### src/rtl/mips_pkg.sv
// Shared definitions for the MIPS fetch front end: FSM states, reset PC
// and the mapping of fetch counters onto mips_perf_cnt_0..2.
package mips_pkg;

  typedef enum logic [1:0] {
    IF_INIT = 2'd0,
    IF_REQ  = 2'd1,
    IF_WAIT = 2'd2,
    IF_EXE  = 2'd3
  } if_state_e;

  localparam logic [31:0] MIPS_RESET_PC = 32'h0000_0000;

  localparam int unsigned PERF_IDX_CYCLE       = 0;
  localparam int unsigned PERF_IDX_INST        = 1;
  localparam int unsigned PERF_IDX_FETCH_STALL = 2;
  localparam int unsigned PERF_NUM_CNT         = 3;

  // Instruction fetches are word aligned; the low two bits are dropped.
  function automatic logic [31:0] word_align(input logic [31:0] addr);
    return addr & 32'hFFFF_FFFC;
  endfunction

endpackage

### src/rtl/mips_ifetch_if.sv
// Instruction-memory request/response handshake between fetch and memory.
interface mips_ifetch_if;

  logic [31:0] PC;
  logic        Inst_Req_Valid;
  logic        Inst_Req_Ack;
  logic [31:0] Instruction;
  logic        Inst_Valid;
  logic        Inst_Ack;

  modport master (
    output PC,
    output Inst_Req_Valid,
    input  Inst_Req_Ack,
    input  Instruction,
    input  Inst_Valid,
    output Inst_Ack
  );

  modport slave (
    input  PC,
    input  Inst_Req_Valid,
    output Inst_Req_Ack,
    output Instruction,
    output Inst_Valid,
    input  Inst_Ack
  );

endinterface

### src/rtl/mips_perf_counter.sv
// Enabled wrap-around counter with synchronous clear (clear has priority).
module mips_perf_counter #(
  parameter int unsigned CNT_W = 32
) (
  input  logic             clk,
  input  logic             clr,
  input  logic             en,
  output logic [CNT_W-1:0] count
);

  always_ff @(posedge clk) begin
    if (clr) begin
      count <= '0;
    end else if (en) begin
      count <= count + {{(CNT_W-1){1'b0}}, 1'b1};
    end
  end

endmodule

### src/rtl/mips_ifetch.sv
// Instruction-fetch front end: PC, memory handshakes, instruction register
// and fetch-side performance counters.
module mips_ifetch
  import mips_pkg::*;
#(
  parameter logic [31:0] RESET_PC = MIPS_RESET_PC,
  parameter int unsigned CNT_W    = 32
) (
  input  logic              clk,
  input  logic              rst,
  mips_ifetch_if.master     mem,
  output logic [31:0]       ir,
  output logic              ir_valid,
  input  logic              exe_done,
  input  logic [31:0]       next_pc,
  output logic [CNT_W-1:0]  cnt_cycle,
  output logic [CNT_W-1:0]  cnt_inst,
  output logic [CNT_W-1:0]  cnt_fetch_stall
);

  if_state_e   state;
  if_state_e   state_n;
  logic [31:0] pc_q;
  logic        req_valid;
  logic        rsp_ack;
  logic        exe_valid;
  logic        ir_load;
  logic        pc_load;
  logic [PERF_NUM_CNT-1:0] cnt_en;

  always_ff @(posedge clk) begin
    if (rst) begin
      state <= IF_INIT;
    end else begin
      state <= state_n;
    end
  end

  // Handshake outputs decode state only; each state samples a single input.
  always_comb begin
    state_n   = state;
    req_valid = 1'b0;
    rsp_ack   = 1'b0;
    exe_valid = 1'b0;
    ir_load   = 1'b0;
    pc_load   = 1'b0;
    case (state)
      IF_INIT: begin
        state_n = IF_REQ;
      end
      IF_REQ: begin
        req_valid = 1'b1;
        if (mem.Inst_Req_Ack) state_n = IF_WAIT;
      end
      IF_WAIT: begin
        rsp_ack = 1'b1;
        if (mem.Inst_Valid) begin
          ir_load = 1'b1;
          state_n = IF_EXE;
        end
      end
      IF_EXE: begin
        exe_valid = 1'b1;
        if (exe_done) begin
          pc_load = 1'b1;
          state_n = IF_REQ;
        end
      end
      default: state_n = IF_INIT;
    endcase
  end

  always_ff @(posedge clk) begin
    if (rst) begin
      pc_q <= RESET_PC;
      ir   <= '0;
    end else begin
      if (pc_load) pc_q <= word_align(next_pc);
      if (ir_load) ir   <= mem.Instruction;
    end
  end

  assign mem.PC             = pc_q;
  assign mem.Inst_Req_Valid = req_valid;
  assign mem.Inst_Ack       = rsp_ack;
  assign ir_valid           = exe_valid;

  always_comb begin
    cnt_en                       = '0;
    cnt_en[PERF_IDX_CYCLE]       = 1'b1;
    cnt_en[PERF_IDX_INST]        = pc_load;
    cnt_en[PERF_IDX_FETCH_STALL] = (state == IF_REQ) || (state == IF_WAIT);
  end

  mips_perf_counter #(.CNT_W(CNT_W)) u_cnt_cycle (
    .clk   (clk),
    .clr   (rst),
    .en    (cnt_en[PERF_IDX_CYCLE]),
    .count (cnt_cycle)
  );

  mips_perf_counter #(.CNT_W(CNT_W)) u_cnt_inst (
    .clk   (clk),
    .clr   (rst),
    .en    (cnt_en[PERF_IDX_INST]),
    .count (cnt_inst)
  );

  mips_perf_counter #(.CNT_W(CNT_W)) u_cnt_fetch_stall (
    .clk   (clk),
    .clr   (rst),
    .en    (cnt_en[PERF_IDX_FETCH_STALL]),
    .count (cnt_fetch_stall)
  );

endmodule

### src/flat_wrapper.sv
// flat-port wrapper written by rule: the top's interface ports become plain ports
module mips_ifetch_flat import mips_pkg::*;
#(
  parameter logic [31:0] RESET_PC = MIPS_RESET_PC,
  parameter int unsigned CNT_W    = 32
)
  (clk, rst, ir, ir_valid, exe_done, next_pc, cnt_cycle, cnt_inst, cnt_fetch_stall, mem_PC, mem_Inst_Req_Valid, mem_Inst_Req_Ack, mem_Instruction, mem_Inst_Valid, mem_Inst_Ack);
  mips_ifetch_if mem_i ();
  input  logic clk;
  input  logic rst;
  output logic [31:0] ir;
  output logic ir_valid;
  input  logic exe_done;
  input  logic [31:0] next_pc;
  output logic [CNT_W-1:0] cnt_cycle;
  output logic [CNT_W-1:0] cnt_inst;
  output logic [CNT_W-1:0] cnt_fetch_stall;
  output wire logic [$bits(mem_i.PC)-1:0] mem_PC;
  output wire logic [$bits(mem_i.Inst_Req_Valid)-1:0] mem_Inst_Req_Valid;
  input wire logic [$bits(mem_i.Inst_Req_Ack)-1:0] mem_Inst_Req_Ack;
  input wire logic [$bits(mem_i.Instruction)-1:0] mem_Instruction;
  input wire logic [$bits(mem_i.Inst_Valid)-1:0] mem_Inst_Valid;
  output wire logic [$bits(mem_i.Inst_Ack)-1:0] mem_Inst_Ack;
  assign mem_PC = mem_i.PC;
  assign mem_Inst_Req_Valid = mem_i.Inst_Req_Valid;
  assign mem_i.Inst_Req_Ack = mem_Inst_Req_Ack;
  assign mem_i.Instruction = mem_Instruction;
  assign mem_i.Inst_Valid = mem_Inst_Valid;
  assign mem_Inst_Ack = mem_i.Inst_Ack;
  mips_ifetch #(.RESET_PC(RESET_PC), .CNT_W(CNT_W)) u_core (.clk(clk), .rst(rst), .mem(mem_i), .ir(ir), .ir_valid(ir_valid), .exe_done(exe_done), .next_pc(next_pc), .cnt_cycle(cnt_cycle), .cnt_inst(cnt_inst), .cnt_fetch_stall(cnt_fetch_stall));
endmodule
### config.mk
export PLATFORM = sky130hd
export DESIGN_NAME = mips_ifetch_flat
export DESIGN_NICKNAME = d
export VERILOG_FILES = /design/src/rtl/mips_pkg.sv /design/src/rtl/mips_ifetch_if.sv /design/src/rtl/mips_perf_counter.sv /design/src/rtl/mips_ifetch.sv /design/src/flat_wrapper.sv
export SDC_FILE = /design/constraint.sdc
export NUM_CORES = 1
export LEC_CHECK = 0
export ABC_AREA = 1
export BUFFER_PORTS_ARGS = -buffer_cell sky130_fd_sc_hd__buf_2
export CAP_MARGIN = 10
export CORE_UTILIZATION = 40
export DETAILED_ROUTE_END_ITERATION = 7
export PLACE_DENSITY_LB_ADDON = 0.2
export SLEW_MARGIN = 30
export SYNTH_ARGS = -nofsm -noshare
export SYNTH_HDL_FRONTEND = slang
export SYNTH_SLANG_ARGS = --single-unit
### constraint.sdc
create_clock -name clk -period 3.1 [get_ports clk]
set_clock_uncertainty 0.2 [all_clocks]
set_input_delay 0.155 -clock clk [delete_from_list [all_inputs] [get_ports clk]]
set_output_delay 0.155 -clock clk [all_outputs]
set_load 0.1 [all_outputs]
==> out/metrics.cfg <==
[timing]
setup_violations=0
final.setup.tns_ns=0
fin_crit_ns=2.14
rsz0062_at_grt=false
hold_viol=0
relSlewSlack_pct=56.8
period_share_pct=68.9
holdWs_ns=0.0998
timing.fmax_mhz=468
drv_slew=0
worst_pin_slew_ns=0.646

[setup_path]
reg2regPathDepth=8
r2r_end=u_core.state[0]$_SDFFE_PP0P_
path_cells=ha_1 -> inv_1 -> o22ai_1 -> inv_1 -> o21ai_0 -> nand2_1 -> a21oi_1 -> dlygate4sd3_1
r2r_slack_ns=0.96
cp-start-kind=register
worstSetupEndpointType=register
rr_startpoint=u_core.state[0]$_SDFFE_PP0P_
crit_type=register to register
worst-endpoint-required_ns=3.25
critPathMaxFanout=4
critPathMaxStageDelay_ns=0.57
cp_slowest_cell=dlygate4sd3_1
path_common_cell=inv_1
cp.arrival_ns=2.29

[routing]
antenna_left=0
wire_per_inst_um=13.2
via_per_inst=4.74
drc=0
via_count=7513
drt_iter0_drc=379
routed_wl_um=20900
dr.pass1.iters=5

[min_path]
hold_class=input pin to register
min_path_cells=6
hold_start=mem_Inst_Valid
hold_end=u_core.state[1]$_SDFFE_PP0P_

[cells_and_area]
final_nets=1417
seqCellArea_um2=3200
antennaDiodeCount=0
drive_above_1_share_pct=23.0
fin_util_pct=55.3
final_cell_mix=nor2_1, buf_2, nand2_1
multi_input_area_um2=3660
n_fill_cell=1735
final_common_cell=nor2_1
area_delta_synth_final_pct=35.3
design_area_um2=9960
layout.cells.non_filler=1584

[clock_tree]
postCtsSetupBuffers=0
clk_latency_ns=0.41
cts.reportedPaths.clkPinSlew_ns=0.06
cts-root-buf=clkbuf_16
numCtsBuffers=17
clock-sinks=160
cts.htree.levels=4
clockBufferDepth=2
tritoncts=yes

[floorplan]
die_area_um2=19000
core_um2=18000
fp.dieH_um=138
initial_utilization_pct=40.9
ios=232
rows=49
die-width_um=138

[yosys]
syn-cell-area_um2=7360
synth-edff-count=0
ys.flop_type=dfxtp_1
yosysUniqueCellTypes=36
ys_warn_count=0
synthArstFlopShare_pct=0
yosysTopAreaCell=dfxtp_1
avgSynthCellArea_um2=6.97
yosys_register_bits=160
ys_top_cells_by_area=dfxtp_1, nor2_1, nand2_1
syn_inst=1057
yosysTopAreaCellShare_pct=43.5
yosysSeqAreaShare_pct=43.5

[pwr]
leakage_nw=4.41
ir_drop_mv=0.498
p_switching_mw=2.58
seqPwrFrac_pct=35.7
powerDensity_nw_per_um2=649
combinationalPowerShare_pct=30.5
clockPowerShare_pct=33.8
power.internal_mw=3.89
switching_share_pct=39.8

[place]
io_buffer_count=227
finalWeightedCongestion=0.911
dp_hpwl_um=14300
placed_area_um2=8700
placed_cells=1487

[run]
drv_cap=0

[grt]
antenna_found_initial=1
grt_overflow=0
grt_usage_pct=21.8
grt_pass1_wl_um=32500
grt_pass1_vias=6894
grt_max_degree=75

[outcome]
outcome=finished, final reports clean

-- through the flow --
| stage | power, mW | worst slack, ns |
|---|---|---|
| final | 6.47 | 0.963 |
| after global routing | 6.73 | 0.696 |
| after CTS | 6.51 | 0.963 |
| after detailed placement | 4.25 | 0.977 |
| after global placement | 4.24 | 1.04 |
| after floorplan | 3.93 | 0.618 |
-- per-layer routing --
layer | routed length, um | global-route usage (%) | vias to the layer above
li1 | - | - | 3929
met3 | 1240 | 5.56 | 26
met4 | 381 | 7.81 | 2
met5 | 11 | 0 | -
met2 | 10100 | 38.2 | 203
met1 | 9180 | 25.6 | 3353
-- cell type report --
type / count / share of cell area (%)
clock inverter: 12 / 1.58
sequential: 160 / 32.2
multi-input combinational: 770 / 36.7
inverter: 97 / 3.69
clock buffer: 20 / 4.58
tap: 229 / 2.88
timing repair buffer: 296 / 18.4
-- synth_stat cells (2+ instances only) --
cell,instances
nor2_1,264
nand2_1,197
dfxtp_1,160
o21ai_0,96
inv_1,94
a21oi_1,52
nand3_1,44
nor3_1,16
clkbuf_1,15
nand4_1,13
nor2_4,13
xor2_1,12
buf_2,9
nand3_2,9
nand3b_1,8
nand2_2,7
nor2_2,7
ha_1,6
buf_1,5
nor3b_1,4
nand2_4,3
nor2_8,3
xnor2_1,3
and3_1,2
buf_4,2
nor3_2,2
o21ai_1,2
-- power by group through the flow --
stage	registers (mW)	logic [mW]	clock network, mW
floorplan	3.37	0.567	0
global placement	2.34	1.90	0
detailed placement	2.35	1.90	0
CTS	2.30	1.97	2.24
global route	2.33	2.08	2.32
finish	2.31	1.97	2.19
-- state kept, by name, indices dropped and copies added (netlist names) --
name	cells
u_core.ir	32
u_core.mem.PC	30
u_core.state	2
u_core.u_cnt_cycle.count	32
u_core.u_cnt_fetch_stall.count	32
u_core.u_cnt_inst.count	32
-- logic make-up after synthesis --
logic type | count (synthesis) | synth area share, %
and+or+nand+nor | 594 | 36.3
adders and majority gates | 6 | 1.02
other | 1 | 0.0509
xor gates and xnor gates | 15 | 1.78
DFF | 160 | 43.5
buffers and inverters | 128 | 6.83
AOI/OAI and AO/OA | 153 | 10.5
-- critical path: cells and delay by family, from the launching register on --
family	cells	cell delay, ns
AND/OR/NAND/NOR	1	0.09
adder cells (fa/ha/maj)	1	0.30
flip-flops	1	0.37
buffers and inverters	3	0.70
AO/OA/AOI/OAI	3	0.42
-- what timing repair did --
action                    CTS  global route
hold buffers               65             0
resized for setup           0             0
hold endpoints to repair   65             0
-- worst max path at each step --
| stage | startpoint | to | slack, ns | cells past startpoint |
|---|---|---|---|---|
| floorplan | u_core.state[0]$_SDFFE_PP0P_ | u_core.u_cnt_inst.count[24]$_SDFFE_PP0P_ | 0.62 | 8 |
| global placement | u_core.state[0]$_SDFFE_PP0P_ | u_core.u_cnt_inst.count[13]$_SDFFE_PP0P_ | 1.04 | 8 |
| detailed placement | u_core.state[0]$_SDFFE_PP0P_ | u_core.u_cnt_inst.count[13]$_SDFFE_PP0P_ | 0.98 | 8 |
| CTS | u_core.state[0]$_SDFFE_PP0P_ | u_core.state[0]$_SDFFE_PP0P_ | 0.96 | 8 |
| global route | u_core.state[0]$_SDFFE_PP0P_ | u_core.state[0]$_SDFFE_PP0P_ | 0.70 | 8 |
| finish | u_core.state[0]$_SDFFE_PP0P_ | u_core.state[0]$_SDFFE_PP0P_ | 0.96 | 8 |
Note: power is estimated with default switching activity, not from simulation.
